===== src/rtl/io_pkg.sv =====
// Shared constants and types for the CPU I/O responder.
package io_pkg;

    localparam int IO_DATA_W = 16;
    localparam int IO_PORT_W = 2;
    localparam int IO_DEPTH  = 4;

    localparam logic [IO_PORT_W-1:0] STATUS_ADDR = '1;
    localparam int STATUS_OVF_BIT = 15;

    typedef struct packed {
        logic [IO_PORT_W-1:0] port;
        logic [IO_DATA_W-1:0] data;
    } io_entry_t;

    // count needs one extra bit so that a full FIFO is distinguishable from empty
    function automatic int cnt_w(input int depth);
        return $clog2(depth) + 1;
    endfunction

endpackage


===== src/rtl/io_fifo.sv =====
// Synchronous write FIFO with count-based full/empty; pointers wrap modulo DEPTH.
module io_fifo
    import io_pkg::*;
#(
    parameter int W     = IO_PORT_W + IO_DATA_W,
    parameter int DEPTH = IO_DEPTH,
    localparam int AW   = $clog2(DEPTH),
    localparam int CW   = AW + 1
) (
    input  logic          clk,
    input  logic          reset,
    input  logic          push,
    input  logic          pop,
    input  logic [W-1:0]  wdata,
    output logic [W-1:0]  rdata,
    output logic          full,
    output logic          empty,
    output logic [CW-1:0] count
);

    logic [DEPTH-1:0][W-1:0] mem;
    logic [AW-1:0]           wr_ptr;
    logic [AW-1:0]           rd_ptr;
    logic                    do_push;
    logic                    do_pop;

    assign full    = (count == CW'(DEPTH));
    assign empty   = (count == '0);
    assign do_push = push && !full;
    assign do_pop  = pop && !empty;
    assign rdata   = mem[rd_ptr];

    always_ff @(posedge clk or negedge reset) begin
        if (!reset) begin
            wr_ptr <= '0;
            rd_ptr <= '0;
            count  <= '0;
            mem    <= '0;
        end else begin
            if (do_push) begin
                mem[wr_ptr] <= wdata;
                wr_ptr      <= wr_ptr + AW'(1);
            end
            if (do_pop)
                rd_ptr <= rd_ptr + AW'(1);
            count <= count + CW'(do_push) - CW'(do_pop);
        end
    end

endmodule


===== src/rtl/io_responder.sv =====
// CPU port I/O responder: queued port writes to a device, latched input ports for reads.
// Define IO_STATUS_PORT_EN to map the status word (ovf, count) onto the top port address.
module io_responder
    import io_pkg::*;
#(
    parameter int DATA_W = IO_DATA_W,
    parameter int DEPTH  = IO_DEPTH,
    parameter int PORT_W = IO_PORT_W
) (
    input  logic              clk,
    input  logic              reset,
    input  logic              cpu_we,
    input  logic              cpu_re,
    input  logic [PORT_W-1:0] cpu_addr,
    input  logic [DATA_W-1:0] cpu_wd,
    output logic [DATA_W-1:0] cpu_rd,
    output logic              cpu_stall,
    output logic              dev_valid,
    input  logic              dev_ready,
    output logic [PORT_W-1:0] dev_port,
    output logic [DATA_W-1:0] dev_data,
    input  logic              in_valid,
    input  logic [PORT_W-1:0] in_port,
    input  logic [DATA_W-1:0] in_data
);

    localparam int NPORT = 1 << PORT_W;
    localparam int CW    = cnt_w(DEPTH);
    localparam logic [PORT_W-1:0] STAT_A = PORT_W'(NPORT - 1);
`ifdef IO_STATUS_PORT_EN
    localparam bit STAT_EN = 1'b1;
`else
    localparam bit STAT_EN = 1'b0;
`endif

    logic                           full;
    logic                           empty;
    logic [CW-1:0]                  count;
    logic [PORT_W+DATA_W-1:0]       head;
    logic                           ovf;
    logic                           ovf_set;
    logic                           ovf_clr;
    logic                           stat_sel;
    logic [DATA_W-1:0]              status;
    logic [NPORT-1:0][DATA_W-1:0]   lat;

    io_fifo #(
        .W     (PORT_W + DATA_W),
        .DEPTH (DEPTH)
    ) u_fifo (
        .clk   (clk),
        .reset (reset),
        .push  (cpu_we),
        .pop   (dev_ready),
        .wdata ({cpu_addr, cpu_wd}),
        .rdata (head),
        .full  (full),
        .empty (empty),
        .count (count)
    );

    assign dev_valid             = !empty;
    assign {dev_port, dev_data}  = head;
    // stall looks only at full so dev_ready never reaches the CPU combinationally
    assign cpu_stall             = cpu_we && full;

    assign stat_sel = STAT_EN && (cpu_addr == STAT_A);
    assign ovf_set  = cpu_we && full;
    assign ovf_clr  = stat_sel && cpu_re;

    // a clearing read that coincides with a new overflow leaves ovf set
    always_ff @(posedge clk or negedge reset) begin
        if (!reset) ovf <= 1'b0;
        else        ovf <= ovf_set || (ovf && !ovf_clr);
    end

    always_comb begin
        status                 = '0;
        status[STATUS_OVF_BIT] = ovf;
        status[CW-1:0]         = count;
    end

    for (genvar g = 0; g < NPORT; g++) begin : g_lat
        always_ff @(posedge clk or negedge reset) begin
            if (!reset)
                lat[g] <= '0;
            else if (in_valid && in_port == PORT_W'(g) && !(STAT_EN && g == NPORT - 1))
                lat[g] <= in_data;
        end
    end

    assign cpu_rd = stat_sel ? status : lat[cpu_addr];

endmodule


===== config.mk =====
export PLATFORM = sky130hd
export DESIGN_NAME = io_responder
export DESIGN_NICKNAME = d
export VERILOG_FILES = /design/src/rtl/io_pkg.sv /design/src/rtl/io_fifo.sv /design/src/rtl/io_responder.sv
export SDC_FILE = /design/constraint.sdc
export NUM_CORES = 1
export LEC_CHECK = 0
export CAP_MARGIN = 20
export CORE_UTILIZATION = 57
export DETAILED_ROUTE_END_ITERATION = 8
export GPL_ROUTABILITY_DRIVEN = 0
export GPL_TIMING_DRIVEN = 0
export PLACE_DENSITY = 0.87
export SLEW_MARGIN = 20
export SYNTH_ARGS = -nofsm -noshare
export SYNTH_HDL_FRONTEND = slang
export SYNTH_SLANG_ARGS = --single-unit
export TNS_END_PERCENT = 1

===== constraint.sdc =====
create_clock -name clk -period 4.6 [get_ports clk]
set_clock_uncertainty 0.1 [all_clocks]
set_input_delay 0.92 -clock clk [delete_from_list [all_inputs] [get_ports clk]]
set_output_delay 0.92 -clock clk [all_outputs]
set_load 0.01 [all_outputs]

==> results of run 1 <==
worst max-delay path by stage:
stage | end | slack [ns] | cells past startpoint
after floorplan | cpu_rd[0] | 1.82 | 2
after global placement | u_fifo.mem[29] | -2.86 | 1
after detailed placement | cpu_rd[7] | 1.23 | 3
after CTS | dev_data[2] | 0.81 | 4
after global routing | dev_data[4] | 0.70 | 4
final | dev_data[0] | 0.80 | 4
critical path, cell delays in order, from the launching register on:
cell	delay (ns)
dfrtp_1	0.31
clkbuf_1	0.55
buf_1	0.57
mux4_2	0.42
clkdlybuf4s50_1	0.51
layer usage:
layer | track usage [%] | routed length [µm]
met3 | 6.16 | 480
met4 | 8.59 | 165
met5 | 0 | 0
met2 | 37.1 | 6260
met1 | 30.2 | 5490
cell usage in the layout (no fill, tap or decap), types with 2 or more instances in the layout:
cell             count
clkbuf_16           17
mux2_4              40
nand2_1              2
clkbuf_8             4
buf_2                6
clkdlybuf4s50_1     73
mux4_2              34
xor2_1               2
mux2_2              97
inv_1                8
ha_1                 6
buf_12               4
clkbuf_1            14
xnor2_1              3
and3_1               4
dfrtp_1            143
buf_6                4
nand3b_1             2
synth_stat cells (2+ instances only):
master	number	share of area (%)
clkbuf_1	5	0.29
dfrtp_1	143	55
mux2_4	40	9.3
and3_1	4	0.39
nand2_1	2	0.12
xnor2_1	3	0.41
buf_2	6	0.46
mux4_2	34	12
buf_6	4	0.69
inv_1	8	0.46
mux2_2	97	17
xor2_1	2	0.27
nand3b_1	2	0.23
buf_12	4	1.2
ha_1	6	1.2
layout make-up:
class | count | area share (%)
buffer | 20 | 2.24
clock buffer | 30 | 6.47
inverter | 8 | 0.378
multi-input combinational | 197 | 33.9
sequential | 143 | 45.0
tap | 140 | 2.21
timing repair buffer | 75 | 9.73
power groups by stage:
stage / combinational [µW] / clock (µW) / sequential, µW
2_1_floorplan: 1370 / 0 / 1910
3_3_place_gp: 1970 / 0 / 1960
3_5_place_dp: 2040 / 0 / 1990
4_1_cts: 2050 / 1230 / 1980
5_1_grt: 2160 / 1290 / 2040
6_report: 2020 / 1210 / 1990
metrics by stage:
step	area, µm²	hold WS [ns]	total power, µW	worst slack (ns)	cells
floorplan	6480	0.374	3280	1.82	368
global placement	7400	0.382	3920	-2.86	582
detailed placement	7430	0.388	4030	1.23	583
CTS	7940	0.400	5270	0.809	613
global route	7940	0.417	5490	0.703	613
finish	7940	0.385	5220	0.801	613
flip-flops by register name, summed over array words and instances (netlist names):
signal,count
lat,64
u_fifo.wr_ptr,2
u_fifo.count,3
u_fifo.mem,72
u_fifo.rd_ptr,2
logic make-up (layout without fill, tap and decap cells):
logic type | after synthesis | count (layout)
AOI/OAI and AO/OA | 1 | 1
xor gates and xnor gates | 5 | 5
adders and majority gates | 7 | 7
buffers and inverters | 28 | 133
DFF | 143 | 143
muxes | 171 | 171
and+or+nand+nor | 13 | 13
==> impl_metrics.ini, run 1 <==
[synthesis]
yosysWarnings = 0
synth_top_family_by_area = multiplexers
synth-compound-area-share_pct = 0.154
synth_cells = 368
yosys_most_used_dff = dfrtp_1
synth_xor_area_share_pct = 0.676
synthDistinctLibCells = 23
synth_nets = 417
synthArstFlopShare_pct = 100
muxShareOfSynthArea_pct = 37.9
synth_edf_count = 0
synth_area_um2 = 6480
synth-simple-area-share_pct = 1.35
syn_area_per_cell_um2 = 17.6
synthAdderAreaFrac_pct = 1.47
yosysSeqAreaShare_pct = 55.2
ys_ff_latch = 143

[global_routing]
grt_pass1_wl_um = 19800
overflow = 0
antenna_found_initial = 0
grt_pass1_vias = 3890
grt.total_usage_pct = 23.0
grt_max_degree = 82

[power]
swShare_pct = 27.5
p_int_uw = 3780
pwr-share-comb_pct = 38.8
seqPwrFrac_pct = 38.1
ir_drop_mv = 0.539
p_per_area_nw_per_um2 = 657
leakagePower_uw = 0.00338
p_clk_share_pct = 23.1
p_switching_uw = 1440

[cells_and_area]
drive_gt1_share_pct = 44.8
nets = 511
multiInputGateArea_um2 = 2700
n_fill_cell = 695
antenna_cells = 0
post-route-util_pct = 72.6
syn_to_final_growth_pct = 22.6
regArea_um2 = 3580

[critical_path]
crit_arrival_ns = 2.78
startpoint_type = flop
worst_r2r_path_depth = 7
worst_ep_required_time_ns = 3.58
worstReg2RegStart = u_fifo.count[2]
r2r_end = u_fifo.count[2]
rrSetupSlack_ns = 2.37
cp_max_fo = 10
endpoint_kind = output pin
critical_path_class = flop to output pin
startpoint = u_fifo.rd_ptr[1]

[floorplanning]
rows = 38
ios = 78
core_area_um2 = 10900
die_area_um2 = 11800
start_util_pct = 59.3
die_x_um = 109
die_h_um = 109

[placed_design]
port_buffers = 74
dpl.hpwl_um = 8020

[clock_network]
postCtsHoldBufs = 0
postCtsResizedCells = 0
clkSinkCount = 143
htreeDepth = 4
cts_buffer_depth = 2
path_clk_slew_ns = 0.05
insertion_delay_ns = 0.41
cts_setup_buffers = 0
cts_tree = yes
cts_made_buffers = 17
cts.root.buffer_cell = clkbuf_16

[routing]
postRouteWirelength_um = 12400
via_per_inst = 5.69
postRouteAntennaNets = 0
route.detailed.drc = 0
avgRoutedWirePerCell_um = 20.2
drtIter0Drc = 166
route.vias.total = 3488
first_pass_iters = 4

[sta]
rsz0062_at_grt = no
setup_tns_ns = 0
hold_viol = 0
period_share_pct = 82.6
setup_violations = 0
slew_viol_final = 0
tightest_slew_ns = 0.791
max_freq_mhz = 263
slew_headroom_pct = 47.3
fin_crit_ns = 3.80

[hold_path]
holdCritPathClass = input port to async pin

[outcome]
status = finished clean

[flow_run]
drv_cap = 0
(Power assumes the default switching activity.)
==> run 2: changes to the inputs <==
--- a/config.mk
+++ b/config.mk
@@ -6,11 +6,11 @@
 export NUM_CORES = 1
 export LEC_CHECK = 0
 export CAP_MARGIN = 20
-export CORE_UTILIZATION = 57
+export CORE_UTILIZATION = 56
 export DETAILED_ROUTE_END_ITERATION = 8
 export GPL_ROUTABILITY_DRIVEN = 0
 export GPL_TIMING_DRIVEN = 0
-export PLACE_DENSITY = 0.87
+export PLACE_DENSITY = 0.86
 export SLEW_MARGIN = 20
 export SYNTH_ARGS = -nofsm -noshare
 export SYNTH_HDL_FRONTEND = slang
==> constraint.sdc (replaced) <==
create_clock -name clk -period 3.52 [get_ports clk]
set_clock_uncertainty 0.1 [all_clocks]
set_input_delay 0.704 -clock clk [delete_from_list [all_inputs] [get_ports clk]]
set_output_delay 0.704 -clock clk [all_outputs]
set_load 0.01 [all_outputs]
==> run 2 against run 1 <==
Setup slack worse by 0.64 ns. Combinational power is 30% higher. Final cell count is 0.33% higher. Hold slack worse by 0.33 ns. Sequential power is 30% higher. Sequential share of layout area is 0.67 points lower. Highest routed layer unchanged. Via count is 1.0% higher. Routed wire length is 1.8% lower. Critical path depth stayed put. Die area is 1.8% higher. Clock power is 56% higher. Global-route usage is 0.083 points higher.
==> impl_metrics.ini, run 2 (synthesis results as in run 1) <==
[global_routing]
grt_pass1_vias = 3897
overflow = 0
grt.total_usage_pct = 23.1
antenna_found_initial = 0
grt_max_degree = 108
grt_pass1_wl_um = 20100

[routing]
wl_met2_um = 5940
first_pass_iters = 4
highest_layer = met4
postRouteAntennaNets = 0
met3_length_um = 481
via_per_inst = 5.73
postRouteWirelength_um = 12200
route.vias.total = 3523
drtIter0Drc = 155
route.detailed.drc = 0
wl_met1_um = 5500
avgRoutedWirePerCell_um = 19.8

[sta]
hold_viol = 0
slew_viol_final = 0
rsz0062_at_grt = no
tightest_slew_ns = 0.774
setup_tns_ns = 0
slew_headroom_pct = 48.4
setup_violations = 0
period_share_pct = 95.4
fin_crit_ns = 3.36
max_freq_mhz = 298
holdWs_ns = 0.0594

[clock_network]
cts_setup_buffers = 0
cts_tree = yes
cts_buffer_depth = 2
cts_made_buffers = 17
insertion_delay_ns = 0.41
cts.root.buffer_cell = clkbuf_16
path_clk_slew_ns = 0.06
postCtsHoldBufs = 0
clkSinkCount = 143
htreeDepth = 4

[critical_path]
endpoint_kind = output pin
critical_path_class = flop to output pin
slowest_stage = clkbuf_1
startpoint_type = flop
crit_arrival_ns = 2.55
worst_ep_required_time_ns = 2.72
slowest_delay_ns = 0.54
rrSetupSlack_ns = 1.31
cp_max_fo = 10
path_cells = clkbuf_1 -> buf_2 -> mux4_2 -> clkdlybuf4s50_1

[hold_path]
holdCritPathClass = input port to async pin

[power]
seqPwrFrac_pct = 36.5
p_int_uw = 5210
ir_drop_mv = 0.531
swShare_pct = 26.7
p_clk_share_pct = 26.6
leakagePower_uw = 0.00344
p_per_area_nw_per_um2 = 882
p_switching_uw = 1900
pwr-share-comb_pct = 36.9

[floorplanning]
die_area_um2 = 12000
rows = 38
ios = 78
start_util_pct = 58.5
core_area_um2 = 11100
die_h_um = 110
die_x_um = 110

[cells_and_area]
nets = 511
antenna_cells = 0
final_cell_mix = 143 x dfrtp_1, 97 x mux2_2, 73 x clkdlybuf4s50_1, 40 x mux2_4, 34 x mux4_2
drive_gt1_share_pct = 46.7
final_common_cell = dfrtp_1
syn_to_final_growth_pct = 24.4
stdcell_area_um2 = 8060
top_register = u_fifo.mem
top_regs = u_fifo.mem: 72 flops, lat: 64 flops, u_fifo.count: 3 flops
largest_reg_flops = 72
n_fill_cell = 683

[placed_design]
placed_area_um2 = 7430
dpl.hpwl_um = 7980
port_buffers = 74

[flow_run]
drv_cap = 0

[outcome]
status = finished clean
run 2: changes by cell type in the layout (fill, tap and decap cells not counted):
| cell | before | now |
|---|---|---|
| clkbuf_1 | 14 | 7 |
| bufinv_16 | 0 | 4 |
| clkinv_2 | 0 | 3 |
| clkinvlp_4 | 0 | 2 |
| buf_1 | 1 | 0 |
| buf_2 | 6 | 7 |
| clkbuf_8 | 4 | 3 |
| clkinv_4 | 0 | 1 |
run 2: worst max-delay path, delay by kind of cell (launching register included):
kind / cells / cell delay, ns
mux: 1 / 0.37
buf+inv: 3 / 1.45
flops: 1 / 0.32
run 2: layout make-up:
class                      instances  area [µm²]  share of cell area, %
sequential                       143        3580                   44.4
multi-input combinational        197        2700                   33.4
timing repair buffer              75         773                   9.59
clock buffer                      22         474                   5.88
buffer                            20         179                   2.22
tap                              140         175                   2.17
clock inverter                    10         159                   1.97
inverter                           8        30.0                  0.372
run 2: power groups by stage:
stage          Clock [µW]  Sequential [µW]  Combinational, µW
5_1_grt              2000             2670               2820
3_5_place_dp            0             2600               2650
6_report             1890             2590               2630
3_3_place_gp            0             2560               2580
2_1_floorplan           0             2490               1790
4_1_cts              1930             2590               2670
run 2: final timing paths:
check	to	start	depth (start not counted)
min in group clk	lat[60]	lat[60]	1
max in group asynchronous	lat[5]	reset	2
worst max register to register	u_fifo.count[2]	u_fifo.count[2]	7
worst min-delay path	lat[25]	reset	1
worst max-delay path	dev_data[0]	u_fifo.rd_ptr[1]	4
worst min register to register	lat[60]	lat[60]	1
run 2: per-stage QoR:
stage	instances	total power, µW	utilization [%]	worst slack (ns)
5_1_grt	615	7490	72.8	0.0484
3_5_place_dp	583	5250	67.1	0.418
6_report	615	7110	72.8	0.163
3_3_place_gp	582	5140	66.8	-3.68
2_1_floorplan	368	4280	-	1.17
4_1_cts	615	7180	72.8	0.175
run 2: per-layer routing:
layer	global-route usage, %	up-vias
met2	35.1	60
met3	6.28	23
met1	31.2	1883
li1	-	1557
met5	0	-
met4	11.0	0
run 2: repair_timing:
action                                  CTS  global route
gates resized for setup                   1             0
endpoints found under the setup margin    9             0
endpoints found under the hold margin     0             0
